`config.mk`:
```
export PLATFORM = sky130hd
export DESIGN_NAME = snitch_ipu_share
export DESIGN_NICKNAME = d
export VERILOG_FILES = /design/src/rtl/snitch_ipu_share_pkg.sv /design/src/rtl/snitch_ipu_share_rr_arb.sv /design/src/rtl/snitch_ipu_share.sv
export SDC_FILE = /design/constraint.sdc
export NUM_CORES = 1
export LEC_CHECK = 0
export BUFFER_PORTS_ARGS = -buffer_cell sky130_fd_sc_hd__buf_2
export CAP_MARGIN = 20
export CORE_AREA = 10 10 418 420
export DETAILED_ROUTE_END_ITERATION = 8
export DIE_AREA = 0 0 428 430
export PLACE_DENSITY = 0.31
export SETUP_SLACK_MARGIN = 0.15
export SLEW_MARGIN = 10
export SYNTH_ARGS = -nofsm -noshare
export SYNTH_HDL_FRONTEND = slang
export SYNTH_HIERARCHICAL = 1
export SYNTH_SLANG_ARGS = --single-unit
```
`constraint.sdc`:
```
create_clock -name clk_i -period 3.7 [get_ports clk_i]
set_input_delay 0.555 -clock clk_i [delete_from_list [all_inputs] [get_ports clk_i]]
set_output_delay 0.555 -clock clk_i [all_outputs]
set_load 0.05 [all_outputs]
```
`src/rtl/snitch_ipu_share_pkg.sv`:
```
// Shared types and helpers for snitch_ipu_share.
package snitch_ipu_share_pkg;

  // Upper bound on the shared ID width carried inside the internal structs.
  localparam int unsigned IdMaxW = 16;

  typedef struct packed {
    logic [31:0]       addr;
    logic [IdMaxW-1:0] id;
    logic [31:0]       op;
    logic [31:0]       arga;
    logic [31:0]       argb;
    logic [31:0]       argc;
  } ipu_share_req_t;

  typedef struct packed {
    logic [31:0]       data;
    logic [IdMaxW-1:0] id;
    logic              error;
  } ipu_share_resp_t;

  // Width of the IPU-side ID: core-side ID plus the core index tag.
  function automatic int unsigned share_id_width(int unsigned id_width, int unsigned num_cores);
    return id_width + $clog2(num_cores);
  endfunction

endpackage

```
`src/rtl/snitch_ipu_share_rr_arb.sv`:
```
// Round-robin arbiter with grant lock: holds the grant while the consumer stalls.
module snitch_ipu_share_rr_arb #(
  parameter int unsigned  NumReq = 4,
  localparam int unsigned IdxW   = $clog2(NumReq)
) (
  input  logic              clk_i,
  input  logic              rst_ni,
  input  logic [NumReq-1:0] elig_i,
  input  logic              ready_i,
  output logic [IdxW-1:0]   gnt_idx_o,
  output logic              gnt_valid_o,
  output logic              lock_o
);

  logic [IdxW-1:0] rr_q, rr_d, gidx_q, gidx_d, cand, search_idx;
  logic            lock_q, lock_d, search_found;

  // First eligible requester at or after the pointer, wrapping around.
  always_comb begin
    search_idx   = rr_q;
    search_found = 1'b0;
    cand         = '0;
    for (int unsigned off = 0; off < NumReq; off++) begin
      cand = IdxW'((32'(rr_q) + off) % NumReq);
      if (!search_found && elig_i[cand]) begin
        search_found = 1'b1;
        search_idx   = cand;
      end
    end
  end

  // A locked grant overrides the search until the consumer accepts.
  always_comb begin
    gnt_idx_o   = lock_q ? gidx_q : search_idx;
    gnt_valid_o = lock_q ? elig_i[gidx_q] : search_found;
    lock_d      = gnt_valid_o && !ready_i;
    gidx_d      = gnt_idx_o;
    rr_d        = rr_q;
    if (gnt_valid_o && ready_i) rr_d = IdxW'((32'(gnt_idx_o) + 1) % NumReq);
  end

  assign lock_o = lock_q;

  // Pointer, lock flag and frozen grant index.
  always_ff @(posedge clk_i or negedge rst_ni) begin
    if (!rst_ni) begin
      rr_q   <= '0;
      gidx_q <= '0;
      lock_q <= 1'b0;
    end else begin
      rr_q   <= rr_d;
      gidx_q <= gidx_d;
      lock_q <= lock_d;
    end
  end

endmodule

```
`src/rtl/snitch_ipu_share.sv`:
```
// Shares one IPU between NumCores cores: round-robin request mux, one-entry
// response register, per-core outstanding caps. Optional statistics counters
// are enabled with SNITCH_IPU_SHARE_STATS_EN.
module snitch_ipu_share
  import snitch_ipu_share_pkg::*;
#(
  parameter int unsigned  NumCores       = 4,
  parameter int unsigned  IdWidth        = 5,
  parameter int unsigned  MaxOutstanding = 4,
  localparam int unsigned CoreIdxW       = $clog2(NumCores),
  localparam int unsigned ShareIdW       = share_id_width(IdWidth, NumCores)
) (
  input  logic                              clk_i,
  input  logic                              rst_ni,
  input  logic [NumCores-1:0][31:0]         core_qaddr_i,
  input  logic [NumCores-1:0][IdWidth-1:0]  core_qid_i,
  input  logic [NumCores-1:0][31:0]         core_qdata_op_i,
  input  logic [NumCores-1:0][31:0]         core_qdata_arga_i,
  input  logic [NumCores-1:0][31:0]         core_qdata_argb_i,
  input  logic [NumCores-1:0][31:0]         core_qdata_argc_i,
  input  logic [NumCores-1:0]               core_qvalid_i,
  output logic [NumCores-1:0]               core_qready_o,
  output logic [NumCores-1:0][31:0]         core_pdata_o,
  output logic [NumCores-1:0][IdWidth-1:0]  core_pid_o,
  output logic [NumCores-1:0]               core_perror_o,
  output logic [NumCores-1:0]               core_pvalid_o,
  input  logic [NumCores-1:0]               core_pready_i,
  output logic [31:0]                       ipu_qaddr_o,
  output logic [31:0]                       ipu_qdata_op_o,
  output logic [31:0]                       ipu_qdata_arga_o,
  output logic [31:0]                       ipu_qdata_argb_o,
  output logic [31:0]                       ipu_qdata_argc_o,
  output logic [ShareIdW-1:0]               ipu_qid_o,
  output logic                              ipu_qvalid_o,
  input  logic                              ipu_qready_i,
  input  logic [31:0]                       ipu_pdata_i,
  input  logic [ShareIdW-1:0]               ipu_pid_i,
  input  logic                              ipu_perror_i,
  input  logic                              ipu_pvalid_i,
  output logic                              ipu_pready_o,
  output logic [31:0]                       conflict_cnt_o,
  output logic [31:0]                       stall_cnt_o
);

  localparam int unsigned OutW = $clog2(MaxOutstanding + 1);

  logic [NumCores-1:0][OutW-1:0] outst_q, outst_d;
  logic [NumCores-1:0]           elig, req_hs, resp_hs;
  logic [CoreIdxW-1:0]           gnt_idx, tgt_q, tgt_d;
  logic                          gnt_valid, lock;
  logic                          resp_valid_q, resp_valid_d, tgt_ready, tgt_invalid;
  ipu_share_req_t                req_mux;
  ipu_share_resp_t               resp_q, resp_d;
  logic                          unused_id;

  // A core may compete only while it has room for another in-flight request.
  always_comb begin
    for (int unsigned i = 0; i < NumCores; i++) begin
      elig[i] = core_qvalid_i[i] && (outst_q[i] < OutW'(MaxOutstanding));
    end
  end

  snitch_ipu_share_rr_arb #(
    .NumReq (NumCores)
  ) u_rr_arb (
    .clk_i       (clk_i),
    .rst_ni      (rst_ni),
    .elig_i      (elig),
    .ready_i     (ipu_qready_i),
    .gnt_idx_o   (gnt_idx),
    .gnt_valid_o (gnt_valid),
    .lock_o      (lock)
  );

  // Request mux and per-core ready.
  always_comb begin
    req_mux      = '0;
    req_mux.addr = core_qaddr_i[gnt_idx];
    req_mux.id   = IdMaxW'({gnt_idx, core_qid_i[gnt_idx]});
    req_mux.op   = core_qdata_op_i[gnt_idx];
    req_mux.arga = core_qdata_arga_i[gnt_idx];
    req_mux.argb = core_qdata_argb_i[gnt_idx];
    req_mux.argc = core_qdata_argc_i[gnt_idx];
    core_qready_o = '0;
    core_qready_o[gnt_idx] = gnt_valid && ipu_qready_i;
  end

  assign ipu_qaddr_o      = req_mux.addr;
  assign ipu_qid_o        = req_mux.id[ShareIdW-1:0];
  assign ipu_qdata_op_o   = req_mux.op;
  assign ipu_qdata_arga_o = req_mux.arga;
  assign ipu_qdata_argb_o = req_mux.argb;
  assign ipu_qdata_argc_o = req_mux.argc;
  assign ipu_qvalid_o     = gnt_valid;

  // Target decode of the held response; out-of-range targets are dropped.
  always_comb begin
    tgt_ready   = 1'b0;
    tgt_invalid = 1'b1;
    for (int unsigned i = 0; i < NumCores; i++) begin
      core_pvalid_o[i] = resp_valid_q && (tgt_q == CoreIdxW'(i));
      if (tgt_q == CoreIdxW'(i)) begin
        tgt_ready   = core_pready_i[i];
        tgt_invalid = 1'b0;
      end
    end
  end

  assign ipu_pready_o  = !resp_valid_q || tgt_ready || tgt_invalid;
  assign core_pdata_o  = {NumCores{resp_q.data}};
  assign core_pid_o    = {NumCores{resp_q.id[IdWidth-1:0]}};
  assign core_perror_o = {NumCores{resp_q.error}};
  assign unused_id     = ^{req_mux.id, resp_q.id};

  // Response register: capture has priority over clear.
  always_comb begin
    resp_valid_d = resp_valid_q;
    resp_d       = resp_q;
    tgt_d        = tgt_q;
    if (ipu_pvalid_i && ipu_pready_o) begin
      resp_valid_d = 1'b1;
      resp_d.data  = ipu_pdata_i;
      resp_d.id    = IdMaxW'(ipu_pid_i[IdWidth-1:0]);
      resp_d.error = ipu_perror_i;
      tgt_d        = ipu_pid_i[IdWidth +: CoreIdxW];
    end else if (resp_valid_q && (tgt_ready || tgt_invalid)) begin
      resp_valid_d = 1'b0;
    end
  end

  // Outstanding counters; simultaneous issue and return cancel out.
  always_comb begin
    for (int unsigned i = 0; i < NumCores; i++) begin
      req_hs[i]  = gnt_valid && ipu_qready_i && (gnt_idx == CoreIdxW'(i));
      resp_hs[i] = core_pvalid_o[i] && core_pready_i[i];
      outst_d[i] = outst_q[i];
      if (req_hs[i] && !resp_hs[i]) outst_d[i] = outst_q[i] + OutW'(1);
      else if (!req_hs[i] && resp_hs[i]) outst_d[i] = outst_q[i] - OutW'(1);
    end
  end

  // Response and outstanding state.
  always_ff @(posedge clk_i or negedge rst_ni) begin
    if (!rst_ni) begin
      resp_valid_q <= 1'b0;
      resp_q       <= '0;
      tgt_q        <= '0;
      outst_q      <= '0;
    end else begin
      resp_valid_q <= resp_valid_d;
      resp_q       <= resp_d;
      tgt_q        <= tgt_d;
      outst_q      <= outst_d;
    end
  end

`ifdef SNITCH_IPU_SHARE_STATS_EN
  logic [31:0] conflict_q, conflict_d, stall_q, stall_d;
  logic        multi_elig;

  // Two or more bits set iff clearing the lowest set bit leaves something.
  always_comb begin
    multi_elig = |(elig & (elig - NumCores'(1)));
    conflict_d = conflict_q;
    stall_d    = stall_q;
    if (multi_elig && !(&conflict_q)) conflict_d = conflict_q + 32'd1;
    if (gnt_valid && !ipu_qready_i && !(&stall_q)) stall_d = stall_q + 32'd1;
  end

  // Saturating statistics counters.
  always_ff @(posedge clk_i or negedge rst_ni) begin
    if (!rst_ni) begin
      conflict_q <= '0;
      stall_q    <= '0;
    end else begin
      conflict_q <= conflict_d;
      stall_q    <= stall_d;
    end
  end

  assign conflict_cnt_o = conflict_q;
  assign stall_cnt_o    = stall_q;
`else
  assign conflict_cnt_o = '0;
  assign stall_cnt_o    = '0;
`endif

  // A locked requester must hold its request until accepted.
  assert property (@(posedge clk_i) disable iff (!rst_ni) lock |-> core_qvalid_i[gnt_idx]);
  // Responses must only target existing cores.
  assert property (@(posedge clk_i) disable iff (!rst_ni) resp_valid_q |-> int'(tgt_q) < NumCores);

  for (genvar i = 0; i < NumCores; i++) begin : g_outst_chk
    assert property (@(posedge clk_i) disable iff (!rst_ni)
                     !(resp_hs[i] && !req_hs[i] && outst_q[i] == '0));
    assert property (@(posedge clk_i) disable iff (!rst_ni)
                     !(req_hs[i] && !resp_hs[i] && outst_q[i] == OutW'(MaxOutstanding)));
  end

endmodule

```
==> results_dict.tcl, run 1 <==
set metrics [dict create \
    core_um2 166000 \
    clock_sinks 58 \
    crit_type "input pin to output pin" \
    dp_hpwl_um 93400 \
    synth_top_family_by_area "multiplexers" \
    ys_seq_elements 58 \
    ys_seq_area_share_pct 18.3 \
    die_h_um 430 \
    clock.fmax_mhz 274 \
    max-slew-margin-rel_pct 43.9 \
    clk_path_buf_depth 2 \
    worstPathRequired_ns 3.14 \
    ios 1105 \
    min_path_type "input pin to async pin" \
    drv_slew 0 \
    dieWidth_um 428 \
    dr_total_vias 9567 \
    routed_wl_um 100000 \
    synth_xor_area_share_pct 1.33 \
    dieArea_um2 184000 \
    cap_violations 0 \
    ant_nets 0 \
    antenna_found_initial 45 \
    cp_top_family "buffers and inverters" \
    slowest_stage "mux4_2" \
    rows 150 \
    crit_path_end_kind "output pin" \
    rsz0062_at_grt "yes" \
    ctsHoldBuffers 0 \
    post_drt_wl_per_cell_um 26.5 \
    ys.flop_type "dfrtp_1" \
    syn-cell-area_um2 7920 \
    syn2layout_area_growth_pct 128 \
    synthSimpleGateAreaFrac_pct 2.78 \
    cts_tree "done" \
    drtIter0Drc 579 \
    first_pass_iters 5 \
    start_util_pct 4.76 \
    finalCritPeriodShare_pct 98.6 \
    grt_util_all_layers_pct 10.0 \
    vias_per_cell 2.53 \
    yosysWarnings 6 \
    max_stage_delay_ns 0.53 \
    fin_hold_ws_ns 0.317 \
    cp_max_fo 8 \
    drc 0 \
    setup_viol 0 \
    grt_pass1_vias 10400 \
    syn_area_per_cell_um2 13.7 \
    yosys.area_share.adder_pct 1.64 \
    synth_cells 580 \
    status "finished clean" \
    synth_compound_area_share_pct 1.44 \
    critPathLaunchType "input pin" \
    cp.arrival_ns 3.09 \
    synth-edff-count 0 \
    nNetsFinal 2275 \
    place_congestion 0.857 \
    port_buffers 1040 \
    grt_pass1_wl_um 121000 \
    cp_cell_sequence "buf_2 > nor2b_2 > nor2b_1 > o21a_1 > o41a_1 > clkinvlp_4 > buf_12 > buf_16 > buf_16 > clkbuf_16 > mux4_2 > buf_12" \
    clkTransAtPathRegs_ns 0.05 \
    cts_inserted_buffers 9 \
    hold_violations 0 \
    cts-root-buf "clkbuf_16" \
    htree_levels 3 \
    grt_overflow 0 \
    fin_skew_ns 0.00379 \
    clock_latency_ns 0.34 \
    crit_buf_inv 7 \
    synth-async-reset-ratio_pct 100 \
    grt_max_degree 40 \
    synth_mux_area_share_pct 54.3 \
    worst_pin_slew_ns 0.842 \
    synth_cell_types 41 \
    final.min_clock_period_ns 3.65 \
    drive_above_1_share_pct 87.7 \
]
## final timing paths
check | start | slack, ns | cells after the start | to
setup / recovery | core_qvalid_i[0] | 0.05 | 12 | ipu_qdata_argc_o[28]
hold / removal | rst_ni | 0.32 | 1 | core_pdata_o[4]$_DFFE_PN0P_
setup reg to reg | outst_q[8]$_DFFE_PN0P_ | 0.58 | 15 | outst_q[11]$_DFFE_PN0P_
hold reg to reg | outst_q[5]$_DFFE_PN0P_ | 0.49 | 1 | outst_q[5]$_DFFE_PN0P_
max in group asynchronous | rst_ni | 2.63 | 2 | outst_q[0]$_DFFE_PN0P_
min in group clk_i | ipu_pdata_i[27] | 0.44 | 2 | core_pdata_o[27]$_DFFE_PN0P_
## cell type report
type / instances / area (µm²)
antenna: 11 / 27.5
clock buffer: 11 / 253
clock inverter: 5 / 100
fill: 19300 / 148000
inverter: 10 / 41.3
multi-input combinational: 355 / 5220
sequential: 58 / 1450
tap: 2204 / 2760
timing repair buffer: 1121 / 8210
## Yosys cell counts, types with 2 or more instances
library cell,n,share of area [%]
nor2b_1,6,0.47
ha_1,4,0.63
o22ai_1,2,0.16
nor3_1,4,0.25
fa_1,4,1.0
inv_1,10,0.47
mux2_4,11,2.1
mux4_2,165,47
buf_1,7,0.33
nor2_1,16,0.76
xnor2_1,4,0.44
dfrtp_1,58,18
nand2b_1,3,0.24
o21a_1,2,0.19
mux2_2,34,4.8
buf_4,181,17
nand2_1,10,0.47
buf_2,21,1.3
xor2_1,8,0.88
clkbuf_1,9,0.43
## flip-flops by register name (all words and copies together) (netlist names)
name	count
u_rr_arb/rr_q	2
outst_q	12
core_pid_o	5
u_rr_arb/lock_o	1
tgt_q	2
core_perror_o	1
u_rr_arb/gidx_q	2
resp_valid_q	1
core_pdata_o	32
## cell usage in the layout (no fill, tap or decap), drive strengths merged, types with 3 or more instances in the layout
master  Yosys  final
bufinv      0      3
mux2       45     45
conb        1     64
nor3        4      4
nor2b       7      7
ha          4      4
xnor2       4      4
inv        10      9
nand2      11     11
mux4      166    166
clkbuf      9     20
nor2       16     16
diode       0     11
dfrtp      58     58
xor2        8      8
fa          4      4
buf       211   1112
nand2b      3      3
## layer usage
| metal | GRT usage [%] | vias to the layer above | part of all wire [%] |
|---|---|---|---|
| li1 | - | 4020 | - |
| met1 | 10.1 | 4811 | 34 |
| met2 | 16.7 | 628 | 48 |
| met3 | 8.14 | 82 | 18 |
| met4 | 0.545 | 26 | 0.58 |
| met5 | 0 | - | 0.17 |
## worst reg2reg max path, delay by kind of cell (launching register included)
family / cells / cell delay (ns)
DFF: 1 / 0.39
and+or+nand+nor: 5 / 0.64
AOI/OAI and AO/OA: 2 / 0.64
xor gates and xnor gates: 2 / 0.34
buffers and inverters: 4 / 0.53
adders and majority gates: 2 / 0.50
## metrics by stage
| stage | utilization (%) | TNS [ns] | cells | instance area (µm²) | worst slack, ns |
|---|---|---|---|---|---|
| after floorplan | - | -0.127 | 643 | 8310 | -0.0626 |
| after global placement | 9.24 | -2.00 | 3715 | 15400 | -0.175 |
| after detailed placement | 9.24 | -1.34 | 3715 | 15400 | -0.128 |
| after CTS | 10.2 | -0.00887 | 3745 | 16900 | -0.00872 |
| after global routing | 10.8 | -2.06 | 3767 | 18000 | -0.0723 |
| final | 10.9 | 0 | 3775 | 18100 | 0.0525 |
## cells by family after synthesis
kind of cell             Yosys count
AO/OA/AOI/OAI                     14
XOR/XNOR                          12
adder cells (fa/ha/maj)            8
buffers and inverters            230
flip-flops                        58
multiplexers                     212
other                              1
AND/OR/NAND/NOR                   45
## timing repair
item,CTS,global route
pin swaps,0,1
endpoints found under the setup margin,142,166
buffers inserted,11,9
gates resized for setup,301,214
cloned,3,10
Power of run 1 is not shown: default switching activity piles up to over one toggle a cycle in this logic, so the estimate is an artifact.
==> inputs of run 2 (changes only) <==
- CORE_AREA: 10 10 418 420 -> 3 3 435 437
- DIE_AREA: 0 0 428 430 -> 0 0 438 440
- PLACE_DENSITY: 0.31 -> 0.3
==> run 2 against run 1 <==
Against the previous run: cell count grew 7.5%; setup slack gained 0.047 ns; die area grew 4.7%; highest routed layer unchanged; global-route usage grew 0.95 points; final area grew 4.1%; non-clock buffer count shrank 13.
==> results_dict.tcl, run 2 (synthesis gave the netlist of run 1 again) <==
set metrics [dict create \
    start_util_pct 4.27 \
    ff2ff_setup_slack_ns 0.40 \
    fin_hold_ws_ns 0.239 \
    drtIter0Drc 484 \
    layout_commonest_cell "buf_2" \
    worst_slack_ns 0.0990 \
    clk_path_buf_depth 2 \
    clock_sinks 58 \
    hold_violations 0 \
    dieWidth_um 438 \
    die_h_um 440 \
    place_congestion 0.787 \
    cts_inserted_buffers 9 \
    antenna_found_initial 73 \
    grt_max_degree 48 \
    worstPathRequired_ns 3.14 \
    r2r_end "outst_q[11]$_DFFE_PN0P_" \
    final.min_clock_period_ns 3.60 \
    ios 1105 \
    ctsHoldBuffers 0 \
    port_buffers 1040 \
    clkTransAtPathRegs_ns 0.06 \
    most-common-layout-cells "buf_2 (873), mux4_2 (165), buf_12 (138), conb_1 (64), dfrtp_1 (58)" \
    grt_overflow 0 \
    max_stage_delay_ns 0.55 \
    dieArea_um2 193000 \
    placed_area_um2 15800 \
    rows 158 \
    routed_wl_um 113000 \
    max-slew-margin-rel_pct 49.3 \
    cts_tree "done" \
    clock_latency_ns 0.35 \
    core_um2 185000 \
    worst_pin_slew_ns 0.761 \
    finalCritPeriodShare_pct 97.3 \
    critPathLaunchType "register" \
    worstReg2RegStart "outst_q[5]$_DFFE_PN0P_" \
    slowest_stage "mux4_2" \
    status "finished clean" \
    min_path_type "input pin to async pin" \
    cp.arrival_ns 3.05 \
    setup_viol 0 \
    grt_util_all_layers_pct 11.0 \
    vias_per_cell 2.38 \
    grt_pass1_wl_um 131000 \
    cp_cell_sequence "nor2b_4 > or2b_1 > a21oi_2 > o41a_1 > clkinvlp_4 > buf_12 > buf_16 > buf_16 > mux4_2 > buf_12" \
    final_cell_area_um2 18800 \
    crit_start "outst_q[8]$_DFFE_PN0P_" \
    syn2layout_area_growth_pct 137 \
    largest_reg_flops 32 \
    drv_slew 0 \
    post_drt_wl_per_cell_um 27.8 \
    drc 0 \
    fin_skew_ns 0.0105 \
    ant_nets 0 \
    dp_hpwl_um 106000 \
    final_core_utilization_pct 10.1 \
    cap_violations 0 \
    crit_type "register to output pin" \
    clock.fmax_mhz 278 \
    dr_total_vias 9660 \
    crit_end "ipu_qdata_arga_o[3]" \
    rsz0062_at_grt "yes" \
    pre_cts_ws_ns -0.295 \
    grt_pass1_vias 9672 \
    cts-root-buf "clkbuf_16" \
    first_pass_iters 5 \
    cp_max_fo 8 \
    htree_levels 3 \
    drive_above_1_share_pct 87.8 \
    crit_path_end_kind "output pin" \
    r2r_cells 15 \
    nNetsFinal 2262 \
]
## run 2: cell count changes in the layout (fill, tap and decap cells not counted), sizes merged
| cell | previous run | this run |
|---|---|---|
| buf | 1112 | 1105 |
| diode | 11 | 33 |
| inv | 9 | 10 |
| clkbuf | 20 | 12 |
| clkinv | 2 | 3 |
## run 2: metrics by stage
stage / std cells / TNS [ns]
floorplan: 643 / -0.127
global placement: 3977 / -27.00
detailed placement: 3977 / -20.96
CTS: 4017 / -0.0597
global route: 4027 / -0.173
finish: 4060 / 0
## run 2: layer usage
layer  track usage (%)  share of wire, %  vias to the layer above
li1                  -                 -                     4022
met2              16.8                44                      590
met5                 0              0.21                        -
met1              11.8                36                     4899
met3              9.51                18                      113
met4             0.816               1.2                       36
## run 2: worst min-delay path by stage
stage | start | slack, ns | cells past startpoint | to
2_1_floorplan | rst_ni | 0.26 | 0 | core_pdata_o[0]$_DFFE_PN0P_
3_3_place_gp | outst_q[2]$_DFFE_PN0P_ | 0.46 | 1 | outst_q[2]$_DFFE_PN0P_
3_5_place_dp | outst_q[2]$_DFFE_PN0P_ | 0.46 | 1 | outst_q[2]$_DFFE_PN0P_
4_1_cts | rst_ni | 0.29 | 1 | core_pdata_o[11]$_DFFE_PN0P_
5_1_grt | rst_ni | 0.29 | 1 | core_pdata_o[11]$_DFFE_PN0P_
6_report | rst_ni | 0.24 | 1 | core_pdata_o[1]$_DFFE_PN0P_
## run 2: area by class of cell
type	count	area, µm²
Fill cell	21600	167000
Timing Repair Buffer	1108	8530
Antenna cell	33	82.6
Multi-Input combinational cell	355	5240
Clock inverter	7	125
Sequential cell	58	1450
Inverter	10	41.3
Clock buffer	9	225
Tap cell	2480	3100
## run 2: repair_timing
action / CTS / global route
setup endpoints to repair: 167 / 166
gates cloned: 10 / 2
hold endpoints to repair: 0 / 0
pin swaps: 1 / 1
setup buffers: 14 / 8
gates resized for setup: 431 / 115
## run 2: worst max-delay path: cells and delay by family (launching register included)
family / cells / cell delay, ns
AND/OR/NAND/NOR: 2 / 0.44
multiplexers: 1 / 0.55
flip-flops: 1 / 0.41
AO/OA/AOI/OAI: 2 / 0.38
buffers and inverters: 5 / 0.89
Power of run 2 is left out for the same reason.
==> inputs of run 3 (changes only) <==
- ABC_AREA: not set -> 1
- CORE_AREA: 3 3 435 437 -> 3 3 429 431
- DIE_AREA: 0 0 438 440 -> 0 0 432 434
- PLACE_DENSITY: 0.3 -> 0.32
- SYNTH_HIERARCHICAL: 1 -> not set
==> run 3 against run 2 <==
Against the previous run: critical path depth up 8; final area grew 26%; largest cell class unchanged; cell count increased by 33%.
==> results_dict.tcl, run 3 <==
set metrics [dict create \
    cts_inserted_buffers 9 \
    ctsHoldBuffers 0 \
    clock_latency_ns 0.34 \
    dp_hpwl_um 101000 \
    crit_path_end_kind "output pin" \
    ant_nets 0 \
    place_congestion 0.842 \
    synth_top_area_cell "nand2_1" \
    drive_above_1_share_pct 52.6 \
    cap_violations 0 \
    ff2ff_setup_slack_ns 0.29 \
    core_um2 181000 \
    cts-root-buf "clkbuf_16" \
    finalSetupTns_ns 0 \
    dieArea_um2 187000 \
    syn2layout_area_growth_pct 116 \
    vias_per_cell 3.19 \
    finalCritPeriodShare_pct 95.6 \
    grt_max_degree 101 \
    cp.arrival_ns 2.98 \
    synth.cells.most_frequent "nand2_1 (1200), nand3_1 (355), buf_4 (192)" \
    rows 156 \
    largest_reg_flops 32 \
    status "finished clean" \
    max-slew-margin-rel_pct 42.1 \
    max_stage_delay_ns 0.47 \
    yosysWarnings 0 \
    grt_pass1_vias 16500 \
    rsz0062_at_grt "yes" \
    first_pass_iters 5 \
    crit_type "register to output pin" \
    clock.fmax_mhz 283 \
    synth-async-reset-ratio_pct 100 \
    htree_levels 3 \
    drtIter0Drc 1147 \
    dieWidth_um 432 \
    grt_pass1_wl_um 151000 \
    post_drt_wl_per_cell_um 23.6 \
    ys_seq_area_share_pct 13.2 \
    die_h_um 434 \
    critPathLaunchType "register" \
    slowest_stage "dfrtp_2" \
    synth-edff-count 0 \
    grt_util_all_layers_pct 12.0 \
    most-common-layout-cells "nand2_1 (980), buf_2 (873), nand3_1 (270), nand2_2 (189), buf_12 (140)" \
    hold_violations 0 \
    synth_cell_types 28 \
    worst_pin_slew_ns 0.868 \
    worstPathRequired_ns 3.14 \
    setup_viol 0 \
    cp_max_fo 16 \
    clk_path_buf_depth 2 \
    grt_overflow 0 \
    ys_seq_elements 58 \
    antenna_found_initial 47 \
    placed_area_um2 19800 \
    final.min_clock_period_ns 3.54 \
    synth_cells 2062 \
    dr_total_vias 17300 \
    nNetsFinal 3746 \
    layout_commonest_cell "nand2_1" \
    yosysMostFrequentCell "nand2_1" \
    fin_hold_ws_ns 0.304 \
    cts_tree "done" \
    drc 0 \
    ios 1105 \
    drv_slew 0 \
    syn-cell-area_um2 11000 \
    synth_area_leaders "nand2_1 (41%), nand3_1 (16%), dfrtp_1 (13%)" \
    min_path_type "input pin to async pin" \
    start_util_pct 6.07 \
    clock_sinks 58 \
    port_buffers 1040 \
    cp_common_cell "nand2_2" \
    cp_cell_sequence "clkinv_4 > nand2_2 > nand2_2 > nand3_2 > nand2_2 > nand2_2 > nor2_4 > nand3_4 > nand3_4 > buf_6 > buf_12 > buf_12 > buf_16 > nand3_1 > nand2_1 > nand2_1 > nand2_1 > buf_12" \
    clkTransAtPathRegs_ns 0.06 \
    yosys.area.top_type_share_pct 41.1 \
    syn_area_per_cell_um2 5.32 \
    ys.flop_type "dfrtp_1" \
    fin_skew_ns 0.0117 \
    final_cell_area_um2 23700 \
    routed_wl_um 128000 \
]
[run 3: cell types whose count changed after synthesis, sizes merged, moves of 15 or more]
| cell | delta |
|---|---|
| mux4 | -166 |
| nand2 | +1192 |
| inv | +15 |
| clkbuf | +29 |
| buf | +78 |
| nand3 | +356 |
[run 3: critical path: cells and delay by family, from the launching register on]
family | cells | cell delay, ns
buffers and inverters | 6 | 0.88
flip-flops | 1 | 0.47
AND/OR/NAND/NOR | 12 | 1.27
[run 3: kinds of logic after synthesis]
family / Yosys count / share of synthesized area (%)
AND/OR/NAND/NOR: 1580 / 58.6
buffers and inverters: 352 / 21.4
flip-flops: 58 / 13.2
multiplexers: 42 / 4.31
AO/OA/AOI/OAI: 13 / 0.616
adder cells (fa/ha/maj): 8 / 1.19
XOR/XNOR: 8 / 0.639
other: 1 / 0.0342
[run 3: repair_timing]
action | CTS | global route
pin swaps | 6 | 173
buffers inserted | 27 | 25
gates cloned | 15 | 30
setup endpoints to repair | 167 | 176
hold endpoints to repair | 0 | 0
resized for setup | 153 | 406
[run 3: per-stage QoR]
step / worst slack [ns] / utilization (%) / std cells
2_1_floorplan: 0.190 / - / 2125
3_3_place_gp: -0.00464 / 10.9 / 5289
3_5_place_dp: 0.0552 / 10.9 / 5289
4_1_cts: 0.0900 / 11.8 / 5346
5_1_grt: 0.0184 / 13.1 / 5413
6_report: 0.164 / 13.1 / 5415
[run 3: area by class of cell]
class                           count  area, µm²
Antenna cell                       15       37.5
Clock buffer                       12        246
Clock inverter                      3       40.0
Fill cell                       21200     157000
Inverter                           25        128
Multi-Input combinational cell   1717       8700
Sequential cell                    58       1450
Tap cell                         2370       2970
Timing Repair Buffer             1214      10100
Timing Repair inverter              1       11.3
[run 3: worst paths after layout]
kind	startpoint	end	depth (start not counted)
min in group clk_i	ipu_qready_i	u_rr_arb.lock_o$_DFF_PN0_	2
setup reg to reg	u_rr_arb.rr_q[0]$_DFFE_PN0P_	outst_q[11]$_DFFE_PN0P_	22
setup / recovery	u_rr_arb.rr_q[0]$_DFFE_PN0P_	ipu_qdata_argc_o[6]	18
max in group asynchronous	rst_ni	core_pdata_o[11]$_DFFE_PN0P_	2
hold reg to reg	outst_q[0]$_DFFE_PN0P_	outst_q[0]$_DFFE_PN0P_	1
hold / removal	rst_ni	core_pdata_o[7]$_DFFE_PN0P_	1
[run 3: per-layer routing]
metal | track usage (%) | vias up | wire, µm
li1 | - | 8212 | -
met1 | 13.5 | 8202 | 48900
met2 | 20.4 | 727 | 62800
met3 | 4.62 | 138 | 11600
met4 | 4.25 | 16 | 4140
met5 | 0.755 | - | 281
Power of run 3 is left out for the same reason.
